$ cat src/rtl/ram_arb_pkg.sv
// Shared sizing and requester index constants for the parameter/key RAM arbiter.
// Receiver, AES and transmitter blocks use the same REQ_* indices.
package ram_arb_pkg;
    localparam int N_REQ     = 3;
    localparam int ADDR_W    = 7;
    localparam int DATA_W    = 32;
    localparam int MAX_BURST = 4;

    localparam int REQ_RX  = 0;
    localparam int REQ_AES = 1;
    localparam int REQ_TX  = 2;
endpackage

$ cat src/rtl/rr_pick.sv
// Rotate-priority encoder: first asserted req scanning upward from ptr, modulo N.
module rr_pick #(
    parameter int N     = 3,
    parameter int IDX_W = 2
) (
    input  logic [N-1:0]     req,
    input  logic [IDX_W-1:0] ptr,
    output logic [N-1:0]     gnt,
    output logic [IDX_W-1:0] idx
);
    logic found;
    int   j;

    always_comb begin
        gnt   = '0;
        idx   = '0;
        found = 1'b0;
        j     = 0;
        for (int k = 0; k < N; k++) begin
            j = int'(ptr) + k;
            if (j >= N) j = j - N;
            if (!found && req[j]) begin
                found  = 1'b1;
                gnt[j] = 1'b1;
                idx    = IDX_W'(j);
            end
        end
    end
endmodule

$ cat src/rtl/ram_port_arbiter.sv
// Round-robin arbiter sharing a single-port RAM between RX, AES and TX, with
// optional bounded burst lock and a one-hot owner pipeline for read returns.
module ram_port_arbiter
    import ram_arb_pkg::*;
#(
    parameter int N_REQ     = ram_arb_pkg::N_REQ,
    parameter int ADDR_W    = ram_arb_pkg::ADDR_W,
    parameter int DATA_W    = ram_arb_pkg::DATA_W,
    parameter int MAX_BURST = ram_arb_pkg::MAX_BURST
) (
    input  logic                     clk,
    input  logic                     rst,
    input  logic [N_REQ-1:0]         req,
    input  logic [N_REQ-1:0]         we,
    input  logic [N_REQ-1:0]         lock,
    input  logic [N_REQ*ADDR_W-1:0]  addr,
    input  logic [N_REQ*DATA_W-1:0]  wdata,
    input  logic                     pause,
    output logic [N_REQ-1:0]         gnt,
    output logic [N_REQ-1:0]         rvalid,
    output logic [DATA_W-1:0]        rdata,
    output logic                     ram_en,
    output logic                     ram_we,
    output logic [ADDR_W-1:0]        ram_addr,
    output logic [DATA_W-1:0]        ram_wdata,
    input  logic [DATA_W-1:0]        ram_rdata
);
    localparam int PTR_W = (N_REQ > 1) ? $clog2(N_REQ) : 1;
    localparam int CNT_W = $clog2(MAX_BURST) + 1;

    logic [PTR_W-1:0]            ptr_q, ptr_d;
    logic [CNT_W-1:0]            burst_cnt_q, burst_cnt_d;
    logic                        ram_en_q, ram_en_d;
    logic                        ram_we_q, ram_we_d;
    logic [ADDR_W-1:0]           ram_addr_q, ram_addr_d;
    logic [DATA_W-1:0]           ram_wdata_q, ram_wdata_d;
    logic [1:0][N_REQ-1:0]       owner_q, owner_d;

    logic [N_REQ-1:0] pick_oh;
    logic [PTR_W-1:0] pick_idx;
    logic             grant_en;

    rr_pick #(.N(N_REQ), .IDX_W(PTR_W)) u_pick (
        .req (req),
        .ptr (ptr_q),
        .gnt (pick_oh),
        .idx (pick_idx)
    );

    // Grant is suppressed during reset so the handshake cannot consume an access that gets dropped.
    assign grant_en = !rst && !pause && (|req);
    assign gnt      = grant_en ? pick_oh : '0;

    always_comb begin
        ptr_d       = ptr_q;
        burst_cnt_d = '0;
        ram_en_d    = 1'b0;
        ram_we_d    = 1'b0;
        ram_addr_d  = ram_addr_q;
        ram_wdata_d = ram_wdata_q;
        owner_d[0]  = '0;
        owner_d[1]  = owner_q[0];
        if (grant_en) begin
            ram_en_d    = 1'b1;
            ram_we_d    = we[pick_idx];
            ram_addr_d  = addr[pick_idx*ADDR_W +: ADDR_W];
            ram_wdata_d = wdata[pick_idx*DATA_W +: DATA_W];
            owner_d[0]  = we[pick_idx] ? '0 : pick_oh;
            if (lock[pick_idx] && (int'(burst_cnt_q) + 1 < MAX_BURST)) begin
                ptr_d       = pick_idx;
                burst_cnt_d = burst_cnt_q + 1'b1;
            end else begin
                ptr_d = (pick_idx == PTR_W'(N_REQ - 1)) ? '0 : pick_idx + 1'b1;
            end
        end
    end

    always_ff @(posedge clk) begin
        if (rst) begin
            ptr_q       <= '0;
            burst_cnt_q <= '0;
            ram_en_q    <= 1'b0;
            ram_we_q    <= 1'b0;
            ram_addr_q  <= '0;
            ram_wdata_q <= '0;
            owner_q     <= '0;
        end else begin
            ptr_q       <= ptr_d;
            burst_cnt_q <= burst_cnt_d;
            ram_en_q    <= ram_en_d;
            ram_we_q    <= ram_we_d;
            ram_addr_q  <= ram_addr_d;
            ram_wdata_q <= ram_wdata_d;
            owner_q     <= owner_d;
        end
    end

    assign ram_en    = ram_en_q;
    assign ram_we    = ram_we_q;
    assign ram_addr  = ram_addr_q;
    assign ram_wdata = ram_wdata_q;
    assign rvalid    = owner_q[1];
    assign rdata     = ram_rdata;
endmodule
$ cat config.mk
export PLATFORM = sky130hd
export DESIGN_NAME = ram_port_arbiter
export DESIGN_NICKNAME = d
export VERILOG_FILES = /design/src/rtl/ram_arb_pkg.sv /design/src/rtl/rr_pick.sv /design/src/rtl/ram_port_arbiter.sv
export SDC_FILE = /design/constraint.sdc
export NUM_CORES = 1
export LEC_CHECK = 0
export ABC_AREA = 0
export BUFFER_PORTS_ARGS = -buffer_cell sky130_fd_sc_hd__buf_2
export CAP_MARGIN = 5
export CORE_MARGIN = 5
export CORE_UTILIZATION = 38
export DETAILED_ROUTE_END_ITERATION = 8
export PLACE_DENSITY = 0.79
export SLEW_MARGIN = 20
export SYNTH_ARGS = -nofsm -noshare
export SYNTH_HDL_FRONTEND = slang
export SYNTH_SLANG_ARGS = --single-unit
$ cat constraint.sdc
create_clock -name clk -period 3.4 [get_ports clk]
set_clock_uncertainty 0.1 [all_clocks]
set_input_delay 0.34 -clock clk [delete_from_list [all_inputs] [get_ports clk]]
set_output_delay 0.34 -clock clk [all_outputs]
set_load 0.01 [all_outputs]
# == Word-level counts from Yosys, hierarchy flattened ==
# Cells that the tools add are included.
# word_totals
ff_bits,52
input_bits,161
output_inout_bits,79
# op_classes
magnitude_cmp,11
shifts,2
add_sub_neg,8
n_eq_ne,1
reduce_logical,16
n_bitwise,4
n_mul,1
muxes,34
# op_table
cell,count
$ge A32 B1 Y1 const B,3
$lt A32 B4 Y1 const B,3
$mux W32,3
$shiftx A96 B8 Y32,1
$ge A32 B3 Y1 const B,2
$sub A32 B3 Y32 const B,2
$shiftx A21 B6 Y7,1
$mux W1,14
$mux W3,4
$bmux W1 S2,5
$mux W2,5
$reduce_or A3 Y1,3
$logic_and A1 B1 Y1,8
$demux W1 S2,3
$or A3 B3 Y3,2
$mul A2 B3 Y5 const B,1
$add A3 B1 Y4 const B,1
$logic_not A1 Y1,4
$lt A4 B3 Y1 const B,1
$add A2 B1 Y3 const B,1
$add A2 B2 Y3 const B,1
$add A3 B1 Y3 const B,1
$lt A2 B3 Y1 const B,1
$sub A2 B2 Y3 const B,1
5 further kinds,6

# == Longest topological paths before layout ==
# logic_depth
word_depth,17
depth_mapped,11

# == Modules after synthesis ==
# Synthesis repeated with hierarchy kept, for this count alone.
# unflattened
hier_cells,397
hier_area_um2,3155.5
# modules_own_cells
mod,cells_per_inst,seq_area_each_um2,instances,area_each_um2
ram_port_arbiter,345,1041.0,1,2822.7
rr_pick,52,0.0,1,332.8

# == Worst setup path before layout ==
# OpenSTA, ideal clock, no wires.
# synth_path
path_kind,register to register
from,register ptr_q[1]
to,register ptr_q[0]
path_buffers,0
arrival_time_ns,2.452
stages_incl_launch_ff,10
slack_ns,0.774
setup_ns,0.074
period_less_slack_ns,2.626
cell_sequence,dfxtp_1 > inv_1 > ha_1 > mux2_2 > and2_1 > nor4_4 > mux2i_2 > mux2i_1 > or4_1 > a31oi_1
# synth_between
elab_chain_len,16
word_cells_on_any_way,36
classes_between,add/sub (6); order compare (3); eq/ne (1); mux (21); reduce/logical (5)
# synth_rtl
item,line_no,text
start: declaration,ram_port_arbiter.sv:31,"logic [PTR_W-1:0] ptr_q, ptr_d;"
start signal: assignment,ram_port_arbiter.sv:88,ptr_q <= ptr_d;
branches (longest 11 deep; another with $sub A32 B3 Y32),n/a,
$mux W2 (*),rr_pick.sv:22,if (!found && req[j]) begin
$bmux W1 S2,ram_port_arbiter.sv:69,if (lock[pick_idx] && (int'(burst_cnt_q) + 1 < MAX_BURST)) begin
$mux W1 (implied by the code),ram_port_arbiter.sv:69,
$logic_and A1 B1 Y1,ram_port_arbiter.sv:69,
$mux W2 (*),ram_port_arbiter.sv:69,
# Mark *: on every way between the ends. The select of a mux whose other input is x is not followed.
# A chain may end at the register's enable or synchronous reset.

# == Final worst setup path ==
# layout_path
from,register ptr_q[1]
to,register ram_wdata_q[6] (netlist: ram_wdata[6])
# layout_between
elab_chain_len,13
word_cells_on_any_way,30
classes_between,add/sub (5); order compare (3); shift (1); mux (17); reduce/logical (4)
# layout_rtl
item,line_no,text
branches (longest 11 deep; another with $sub A32 B3 Y32),n/a,
$mux W2 (*),rr_pick.sv:22,
$shiftx A96 B8 Y32 (*),ram_port_arbiter.sv:67,ram_wdata_d = wdata[pick_idx*DATA_W +: DATA_W];
end signal: assignment,ram_port_arbiter.sv:93,ram_wdata_q <= ram_wdata_d;
end: declaration,ram_port_arbiter.sv:36,"logic [DATA_W-1:0] ram_wdata_q, ram_wdata_d;"
# Marks and branches as above.

==> impl_metrics.env <==
export IMPL_status="completed"
export IMPL_max_cap_viol_count=0
export IMPL_drive_above_1_share_pct=45.0
export IMPL_grt_pass1_vias=2603
export IMPL_diodes=0
export IMPL_die_y_um=95.4
export IMPL_holdBufCountCts=0
export IMPL_grt_max_degree=40
export IMPL_placed_cell_area_um2=3530
export IMPL_met2_usage_pct=31.5
export IMPL_root_buffer="clkbuf_8"
export IMPL_peakVddDrop_uv=157
export IMPL_viasPerCell=5.10
export IMPL_tns_ns=0
export IMPL_tritoncts="yes"
export IMPL_drc=0
export IMPL_synth_area_leaders="dfxtp_1 (38%), mux2i_1 (15%), a22oi_1 (11%)"
export IMPL_ys_types=36
export IMPL_clk_latency_ns=0.29
export IMPL_finalHoldViolCount=0
export IMPL_die_area_um2=9090
export IMPL_drtIter0Drc=75
export IMPL_setup_ws_ns=0.453
export IMPL_track_usage_pct=16.4
export IMPL_netlist_instances=296
export IMPL_synth_top_cell_area_share_pct=37.6
export IMPL_core_area_um2=7180
export IMPL_crit_fanout=20
export IMPL_rsz0062_at_grt="no"
export IMPL_dp_hpwl_um=6460
export IMPL_wl_per_cell_um=15.3
export IMPL_synth_edf_count=0
export IMPL_final_cell_area_um2=3600
export IMPL_ant_nets=0
export IMPL_worstSetupPathType="reg2reg"
export IMPL_arrival_ns=3.01
export IMPL_critPathRequiredTime_ns=3.46
export IMPL_port_buffers=175
export IMPL_synth_ff_type="dfxtp_1"
export IMPL_cts_max_level=2
export IMPL_synthesis_yosys_warnings=0
export IMPL_globalplace_congestion=0.838
export IMPL_dp_slack_ns=0.458
export IMPL_cts_setup_buffers=0
export IMPL_synth_async_reset_ratio_pct=0
export IMPL_startpoint_type="flip-flop"
export IMPL_synthesis_nets=462
export IMPL_min_period_ns=2.95
export IMPL_synth_most_common_cell="dfxtp_1"
export IMPL_syn_to_final_growth_pct=30.2
export IMPL_grt_use_met1_pct=17.7
export IMPL_grt_pass1_wl_um=11900
export IMPL_cts_buffer_depth=2
export IMPL_overflow=0
export IMPL_vias=2712
export IMPL_cts_repair_resized=0
export IMPL_clk_pin_slew_ns=0.09
export IMPL_maxSlewViolCount=0
export IMPL_syn_area_per_cell_um2=9.35
export IMPL_dr_pass1_iters=4
export IMPL_ios=240
export IMPL_final_util_pct=50.2
export IMPL_numCtsBuffers=5
export IMPL_synth_seq_cells=52
export IMPL_chipWidth_um=95.4
export IMPL_rows=31
export IMPL_p_leak_nw=1.87
export IMPL_p_per_area_nw_per_um2=416
export IMPL_maxSlewHeadroom_pct=60.1
export IMPL_num_nets_final=599
export IMPL_final_period_utilization_pct=86.7
export IMPL_synth_common_cells="dfxtp_1 (52), mux2i_1 (42), a22oi_1 (40), o21ai_0 (40), buf_4 (32)"
export IMPL_grt_busiest_layer="met2"
export IMPL_synth_largest_area_cell="dfxtp_1"
export IMPL_cp_end_kind="flip-flop"
export IMPL_clock_sinks=52
export IMPL_initial_utilization_pct=38.6
export IMPL_hp_class="in2reg"
export IMPL_wirelength_um=8160
export IMPL_fmax_mhz=339
export IMPL_tightestPinTransition_ns=0.597
export IMPL_setup_viol=0
export IMPL_synth_seq_area_share_pct=37.6
export IMPL_grt_util_met3_pct=3.47
export IMPL_syn_area_um2=2770
export IMPL_antenna_found_initial=0
==> power by group <==
| group | switching, mW | leakage, nW | internal [mW] |
|---|---|---|---|
| clock network | 0.188 | 0.0410 | 0.141 |
| registers | 0.0337 | 0.428 | 0.676 |
| logic | 0.240 | 1.40 | 0.221 |
| total | 0.462 | 1.87 | 1.04 |
==> stage by stage <==
| step | hold slack, ns | instances | power [mW] |
|---|---|---|---|
| after floorplan | 0.309 | 296 | 1.03 |
| after global placement | 0.315 | 525 | 1.17 |
| after detailed placement | 0.328 | 525 | 1.19 |
| after CTS | 0.144 | 532 | 1.52 |
| after global routing | 0.142 | 532 | 1.59 |
| final | 0.151 | 532 | 1.50 |
==> layer usage <==
metal	vias to the layer above	part of all wire, %	wire, um
li1	1329	-	-
met1	1224	37	3050
met2	145	52	4260
met3	14	8.9	723
met4	0	1.6	128
met5	-	0	0
==> logic make-up after synthesis <==
| logic type | synth area share [%] |
|---|---|
| buffers and inverters | 12.3 |
| other | 0.135 |
| flip-flops | 37.6 |
| adder cells (fa/ha/maj) | 2.26 |
| AO/OA/AOI/OAI | 24.0 |
| AND/OR/NAND/NOR | 6.64 |
| multiplexers | 17.0 |
==> registers in the layout, indices dropped and copies added (netlist names) <==
register and cells:
ram_wdata 32, ram_addr 7, burst_cnt_q 3, owner_d 3, rvalid 3, ptr_q 2, ram_en 1, ram_we 1
==> worst max-delay path, stage by stage, from the launching register on <==
cell	delay (ns)
dfxtp_1	0.34
inv_1	0.09
ha_1	0.24
mux2_2	0.36
and2_1	0.20
nor4_4	0.33
mux2i_4	0.41
buf_4	0.40
mux2i_1	0.25
o21ai_0	0.09
==> cells in the final DEF, fill, tap and decap left out, types with 3 or more instances in the layout <==
cell / synthesis / layout
dfxtp_1: 52 / 52
buf_2: 6 / 175
mux2i_1: 42 / 42
inv_1: 6 / 6
a21oi_1: 7 / 7
clkbuf_8: 0 / 5
a22oi_1: 40 / 40
ha_1: 5 / 5
nor2_1: 9 / 7
o21a_1: 3 / 3
o21ai_0: 40 / 40
and2_1: 5 / 5
nand2_1: 7 / 7
buf_4: 32 / 4
nor2b_1: 3 / 3
==> path summary, 6_finish.rpt <==
path                               from                    endpoint  slack, ns  cells after the start
setup reg to reg  ptr_q[1]$_SDFFE_PP0P_   ram_wdata[6]$_SDFFE_PP0P_       0.45                      9
setup / recovery  ptr_q[1]$_SDFFE_PP0P_   ram_wdata[6]$_SDFFE_PP0P_       0.45                      9
hold / removal                wdata[94]  ram_wdata[30]$_SDFFE_PP0P_       0.15                      3
hold reg to reg   owner_d[5]$_SDFF_PP0_        rvalid[2]$_SDFF_PP0_       0.34                      1
==> area by class of cell <==
cell class,count,area (um^2)
Sequential cell,52,1040
Tap cell,99,124
Clock buffer,6,72.6
Timing Repair Buffer,180,926
Multi-Input combinational cell,187,1410
Inverter,7,26.3
Fill cell,668,3570
Clock inverter,1,5.00
Power figures use the tool's default switching activity.
